`config.mk`:
```
export PLATFORM = sky130hd
export DESIGN_NAME = ibm1620_core_cycle_ctrl
export DESIGN_NICKNAME = d
export VERILOG_FILES = /design/src/rtl/ibm1620_core_pkg.sv /design/src/rtl/ibm1620_core_arb.sv /design/src/rtl/ibm1620_core_cycle_ctrl.sv
export SDC_FILE = /design/constraint.sdc
export NUM_CORES = 1
export LEC_CHECK = 0
export CAP_MARGIN = 0
export CORE_ASPECT_RATIO = 0.8
export CORE_MARGIN = 10
export CORE_UTILIZATION = 42
export CTS_CLUSTER_SIZE = 14
export DETAILED_ROUTE_END_ITERATION = 7
export GPL_TIMING_DRIVEN = 1
export PLACE_DENSITY = 0.8
export RECOVER_POWER = 100
export SKIP_CTS_REPAIR_TIMING = 1
export SLEW_MARGIN = 20
export SYNTH_ARGS = -nofsm -noshare
export SYNTH_HDL_FRONTEND = slang
export SYNTH_HIERARCHICAL = 1
export SYNTH_SLANG_ARGS = --single-unit
```
`constraint.sdc`:
```
create_clock -name clk -period 1.96 [get_ports clk]
set_input_delay 0.196 -clock clk [delete_from_list [all_inputs] [get_ports clk]]
set_output_delay 0.196 -clock clk [all_outputs]
set_load 0.01 [all_outputs]
```
`src/rtl/ibm1620_core_pkg.sv`:
```
// ============================================================================
// Module      : ibm1620_core_pkg
// Description : Shared types, timing defaults and helpers for the 1620 core
//               memory cycle controller.
// Revision    : 1.0 - initial release
// ============================================================================
`default_nettype none

package ibm1620_core_pkg;

    localparam int DIGIT_W        = 6;
    localparam int DEF_ADDR_W     = 14;
    localparam int DEF_DATA_W     = 12;
    localparam int DEF_T_ADDR     = 2;
    localparam int DEF_T_READ     = 4;
    localparam int DEF_T_GAP      = 1;
    localparam int DEF_T_WRITE    = 4;
    localparam int DEF_T_RECOV    = 2;

    typedef enum logic [2:0] {
        ST_IDLE   = 3'd0,
        ST_ADDR   = 3'd1,
        ST_READ   = 3'd2,
        ST_STROBE = 3'd3,
        ST_GAP    = 3'd4,
        ST_WRITE  = 3'd5,
        ST_RECOV  = 3'd6
    } core_state_t;

    // A 1620 digit (C,F,8,4,2,1) is valid when its ones count is odd.
    function automatic logic odd_parity_ok(input logic [DIGIT_W-1:0] digit);
        return ^digit;
    endfunction

    // Phase lengths of zero are stretched to one clock.
    function automatic int at_least_one(input int t);
        return (t < 1) ? 1 : t;
    endfunction

    function automatic int imax(input int a, input int b);
        return (a > b) ? a : b;
    endfunction

endpackage

`default_nettype wire

```
`src/rtl/ibm1620_core_arb.sv`:
```
// ============================================================================
// Module      : ibm1620_core_arb
// Description : CPU / IO arbiter for the single core stack. IO has fixed
//               priority; after two consecutive IO grants taken while the CPU
//               was waiting, the CPU wins the next grant.
// Revision    : 1.0 - initial release
// ============================================================================
`default_nettype none

module ibm1620_core_arb (
    input  logic clk,
    input  logic reset,
    input  logic cpu_req,
    input  logic io_req,
    input  logic take,         // a grant is being issued this clock
    output logic winner,       // 1 = IO, 0 = CPU
    output logic grant_valid
);

    // Consecutive IO grants issued while the CPU was kept waiting.
    logic [1:0] io_run;

    // Fixed IO priority unless the CPU has been passed over twice in a row.
    always_comb begin
        grant_valid = cpu_req | io_req;
        winner      = io_req & ~(cpu_req & (io_run == 2'd2));
    end

    // Track IO grants that starved a pending CPU request; any other grant clears.
    always_ff @(posedge clk or posedge reset) begin
        if (reset) begin
            io_run <= 2'd0;
        end else if (take && grant_valid) begin
            io_run <= (winner && cpu_req) ? io_run + 2'd1 : 2'd0;
        end
    end

endmodule

`default_nettype wire

```
`src/rtl/ibm1620_core_cycle_ctrl.sv`:
```
// ============================================================================
// Module      : ibm1620_core_cycle_ctrl
// Description : Sequences one destructive-read / regenerate core cycle per
//               access, arbitrating between CPU and IO requesters.
//               Optional digit parity check: define IBM1620_CORE_PARITY_EN.
// Revision    : 1.0 - initial release
// ============================================================================
`default_nettype none

module ibm1620_core_cycle_ctrl
    import ibm1620_core_pkg::*;
#(
    parameter int ADDR_W  = DEF_ADDR_W,
    parameter int DATA_W  = DEF_DATA_W,
    parameter int T_ADDR  = DEF_T_ADDR,
    parameter int T_READ  = DEF_T_READ,
    parameter int T_GAP   = DEF_T_GAP,
    parameter int T_WRITE = DEF_T_WRITE,
    parameter int T_RECOV = DEF_T_RECOV
) (
    input  logic              clk,
    input  logic              reset,
    input  logic              cpu_req,
    input  logic              cpu_wr,
    input  logic [ADDR_W-1:0] cpu_addr,
    input  logic [DATA_W-1:0] cpu_wdata,
    output logic              cpu_gnt,
    input  logic              io_req,
    input  logic              io_wr,
    input  logic [ADDR_W-1:0] io_addr,
    input  logic [DATA_W-1:0] io_wdata,
    output logic              io_gnt,
    output logic              owner,
    output logic [DATA_W-1:0] rdata,
    output logic              done,
    output logic [ADDR_W-1:0] core_addr,
    output logic              rd_drive,
    output logic              wr_drive,
    output logic [DATA_W-1:0] inhibit,
    input  logic [DATA_W-1:0] sense,
    output logic              sense_strobe
`ifdef IBM1620_CORE_PARITY_EN
    ,
    output logic              parity_err
`endif
);

    localparam int LEN_ADDR  = at_least_one(T_ADDR);
    localparam int LEN_READ  = at_least_one(T_READ);
    localparam int LEN_GAP   = at_least_one(T_GAP);
    localparam int LEN_WRITE = at_least_one(T_WRITE);
    localparam int LEN_RECOV = at_least_one(T_RECOV);
    localparam int LEN_MAX   = imax(imax(imax(LEN_ADDR, LEN_READ), imax(LEN_GAP, LEN_WRITE)), LEN_RECOV);
    localparam int CNT_W     = (LEN_MAX > 1) ? $clog2(LEN_MAX) : 1;

    // The counter holds "clocks remaining after this one" in each phase.
    localparam logic [CNT_W-1:0] LD_ADDR  = CNT_W'(LEN_ADDR  - 1);
    localparam logic [CNT_W-1:0] LD_READ  = CNT_W'(LEN_READ  - 1);
    localparam logic [CNT_W-1:0] LD_GAP   = CNT_W'(LEN_GAP   - 1);
    localparam logic [CNT_W-1:0] LD_WRITE = CNT_W'(LEN_WRITE - 1);
    localparam logic [CNT_W-1:0] LD_RECOV = CNT_W'(LEN_RECOV - 1);

    core_state_t       state;
    core_state_t       state_next;
    logic [CNT_W-1:0]  cnt;
    logic [CNT_W-1:0]  cnt_next;
    logic              grant_take;
    logic              winner;
    logic              grant_valid;
    logic [ADDR_W-1:0] lat_addr;
    logic              lat_wr;
    logic [DATA_W-1:0] lat_wdata;

    ibm1620_core_arb u_arb (
        .clk         (clk),
        .reset       (reset),
        .cpu_req     (cpu_req),
        .io_req      (io_req),
        .take        (grant_take),
        .winner      (winner),
        .grant_valid (grant_valid)
    );

    // State register and phase down-counter; reset abandons any cycle at once.
    always_ff @(posedge clk or posedge reset) begin
        if (reset) begin
            state <= ST_IDLE;
            cnt   <= '0;
        end else begin
            state <= state_next;
            cnt   <= cnt_next;
        end
    end

    // Next-state: count down within a phase, load the next phase length on entry.
    always_comb begin
        state_next = state;
        cnt_next   = cnt;
        grant_take = 1'b0;
        if (state != ST_IDLE && cnt != '0) begin
            cnt_next = cnt - 1'b1;
        end else begin
            case (state)
                ST_IDLE: begin
                    if (grant_valid) begin
                        state_next = ST_ADDR;
                        cnt_next   = LD_ADDR;
                        grant_take = 1'b1;
                    end
                end
                ST_ADDR:   begin state_next = ST_READ;   cnt_next = LD_READ;  end
                ST_READ:   begin state_next = ST_STROBE; cnt_next = '0;       end
                ST_STROBE: begin state_next = ST_GAP;    cnt_next = LD_GAP;   end
                ST_GAP:    begin state_next = ST_WRITE;  cnt_next = LD_WRITE; end
                ST_WRITE:  begin state_next = ST_RECOV;  cnt_next = LD_RECOV; end
                ST_RECOV:  begin state_next = ST_IDLE;   cnt_next = '0;       end
                default:   begin state_next = ST_IDLE;   cnt_next = '0;       end
            endcase
        end
    end

    // Grant pulse, request latching, owner tracking and sense capture.
    always_ff @(posedge clk or posedge reset) begin
        if (reset) begin
            cpu_gnt   <= 1'b0;
            io_gnt    <= 1'b0;
            owner     <= 1'b0;
            lat_addr  <= '0;
            lat_wr    <= 1'b0;
            lat_wdata <= '0;
            rdata     <= '0;
        end else begin
            cpu_gnt <= 1'b0;
            io_gnt  <= 1'b0;
            if (grant_take) begin
                cpu_gnt   <= ~winner;
                io_gnt    <= winner;
                owner     <= winner;
                lat_addr  <= winner ? io_addr  : cpu_addr;
                lat_wr    <= winner ? io_wr    : cpu_wr;
                lat_wdata <= winner ? io_wdata : cpu_wdata;
            end
            if (state == ST_STROBE) begin
                rdata <= sense;
            end
        end
    end

`ifdef IBM1620_CORE_PARITY_EN
    // Flag a bad digit at strobe time; the flag lives until the next grant.
    always_ff @(posedge clk or posedge reset) begin
        if (reset) begin
            parity_err <= 1'b0;
        end else if (grant_take) begin
            parity_err <= 1'b0;
        end else if (state == ST_STROBE) begin
            parity_err <= ~(odd_parity_ok(sense[DIGIT_W-1:0]) &
                            odd_parity_ok(sense[2*DIGIT_W-1:DIGIT_W]));
        end
    end
`endif

    // Drive outputs decoded from the phase; inhibit regenerates sensed data on reads.
    always_comb begin
        rd_drive     = (state == ST_READ);
        sense_strobe = (state == ST_STROBE);
        wr_drive     = (state == ST_WRITE);
        done         = (state == ST_RECOV) && (cnt == '0);
        core_addr    = (state != ST_IDLE) ? lat_addr : '0;
        inhibit      = '0;
        if (state == ST_WRITE) begin
            inhibit = lat_wr ? ~lat_wdata : ~rdata;
        end
    end

endmodule

`default_nettype wire

```
==> flow_summary.yaml <==
sta:
  worstMarginPinSlew_ns: 0.890
  rsz0062_at_grt: "true"
  slew_headroom_pct: 40.6
  hold_viol_final: 0
  period_share_pct: 95.2
  setup_ws_ns: 0.0932
  max_freq_mhz: 536
  hold_slack_ns: 0.204
  fin_crit_ns: 1.87
  setup_viol: 0
  finalMaxSlewViolations: 0
  skew_ns: 0.00861
routing:
  drc: 0
  drt-pass1-iter-count: 4
  wl_per_cell_um: 18.0
  antenna_left: 0
  viasPerCell: 4.99
  vias: 2242
  drt_iter0_drc: 48
  drt_wl_total_um: 8090
layout:
  nets: 439
  multiInputGateArea_sq_um: 1240
  layout_commonest_cell: "clkdlybuf4s50_1"
  final_cell_mix: "clkdlybuf4s50_1, dfrtp_1"
  diodes: 0
  syn_to_final_growth_pct: 56.7
  fillerInstances: 469
  drive_gt1_share_pct: 12.2
  ff_latch_area_sq_um: 1230
critical_path:
  cp_max_fo: 10
  crit_type: "reg -> out"
  start_kind: "flip-flop"
  cp-end-kind: "primary output"
  crit_arrival_ns: 1.67
  cp_data_required_time_ns: 1.76
status:
  status: "finished, final reports clean"
synthesis:
  synth_top_area_share_pct: 46.7
  synthCells: 244
  syn_avg_cell_area_sq_um: 10.8
  synth_top_cell_by_area: "dfrtp_1"
  yosys_warnings: 6
  synthFlopType: "dfrtp_1"
  synth_edf_count: 0
  synth_seq_area_share_pct: 46.7
  async_reset_ff_share_pct: 100
  synth_seq_cells: 49
  synth.net_count: 316
  synth_area_sq_um: 2630
  synthTopCellsByArea: "dfrtp_1, mux2i_1, nor2b_1, a21oi_1, mux2_4"
  ys_types: 36
job:
  max_cap_viol_count: 0
cts:
  cts_root_buf: "clkbuf_8"
  numClockSinks: 49
  clockBufferDepth: 2
  cts_buffers: 5
  clk_latency_ns: 0.31
  clk_pin_slew_ns: 0.10
  tritoncts: "built"
  htree_num_levels: 2
global_routing:
  grt_pass1_vias: 2376
  groute.usage.overall_pct: 15.9
  grt_first_pass_wirelength_um: 12400
  antenna_found_initial: 0
  grt_max_degree: 29
  grt_overflow_total: 0
placement:
  dpl.hpwl_um: 6070
  pre_cts_slack_ns: 0.129
  gp_congestion: 0.794
  io_buffers: 114
floorplanning:
  std_cell_rows: 25
  die_w_um: 108
  die_area_sq_um: 9840
  start_util_pct: 44.0
  io_pins: 115
  fp.dieH_um: 90.7
  core_area_sq_um: 5970
power:
  max-vdd-ir-drop_mv: 0.578
  p_leak_nw: 2.10
  power.density_nw_per_um2: 1430
hold_path:
  hp-class: "in -> async"
power by group:
group | switching [mW] | internal [mW] | total [mW]
combinational | 1.55 | 1.75 | 3.30
clock | 0.369 | 0.383 | 0.752
sequential | 0.308 | 1.51 | 1.82
worst paths after layout:
check                                start         endpoint  slack, ns  cells past startpoint
max                               state[0]     core_addr[2]       0.09                      7
min                                  reset  u_arb/io_run[1]       0.20                      2
max reg2reg                       state[1]         rdata[9]       0.16                      4
min reg2reg                u_arb/io_run[0]  u_arb/io_run[0]       0.47                      1
max in group asynchronous            reset         state[1]       0.77                      3
min in group clk           u_arb/io_run[0]  u_arb/io_run[0]       0.47                      1
layout make-up:
class	count	area share [%]
repair buffers	134	34.0
multi-input cells	169	30.2
flip-flops and latches	49	29.8
well taps	81	2.46
clock buffers	5	1.67
clock inverters	3	1.06
inverters	8	0.729
kinds of logic after synthesis:
kind of cell / Yosys count / synth area share [%]
simple gates: 74 / 16.9
compound gates: 52 / 11.9
flops: 49 / 46.7
mux: 41 / 17.5
buf+inv: 26 / 6.10
fa+ha+maj: 2 / 0.953
sequential cells by signal, summed over array words and instances, names as in the netlist:
register and flops:
cnt 2, cpu_gnt 1, io_gnt 1, lat_addr 14
lat_wdata 12, lat_wr 1, owner 1, rdata 12
state 3, u_arb/io_run 2
worst max-delay path, stage by stage, from the launching register on:
cell and delay [ns]:
dfrtp_1 0.41, buf_6 0.16, nor3_4 0.27, buf_6 0.16
buf_4 0.10, buf_4 0.09, nor2b_1 0.03, clkbuf_2 0.13
cells in the mapped netlist, types with 3 or more instances:
| master | number |
|---|---|
| a211oi_1 | 11 |
| a21oi_1 | 28 |
| buf_2 | 8 |
| buf_4 | 4 |
| buf_6 | 5 |
| dfrtp_1 | 49 |
| inv_1 | 8 |
| mux2_2 | 4 |
| mux2_4 | 9 |
| mux2i_1 | 28 |
| nor2_1 | 28 |
| nor2b_1 | 28 |
| nor3b_1 | 3 |
| o21ai_0 | 6 |
metrics by stage:
step	TNS (ns)	instances	utilization [%]	cell area, sq um	power, mW
after global placement	0	436	65.3	3900	5.05
after floorplan	0	244	-	2630	3.70
after global routing	-0.0110	449	68.9	4120	6.31
after detailed placement	0	436	65.3	3900	5.17
after CTS	-3.53	444	67.2	4010	5.94
final	0	449	68.9	4120	5.87
per-layer routing:
layer	wire (um)	global-route usage, %	vias up
li1	-	-	1088
met1	3140	17.5	1085
met2	4350	27.8	58
met3	472	5.56	11
met4	133	4.93	0
met5	0	0	-
Note: power is estimated with default switching activity, not from simulation.
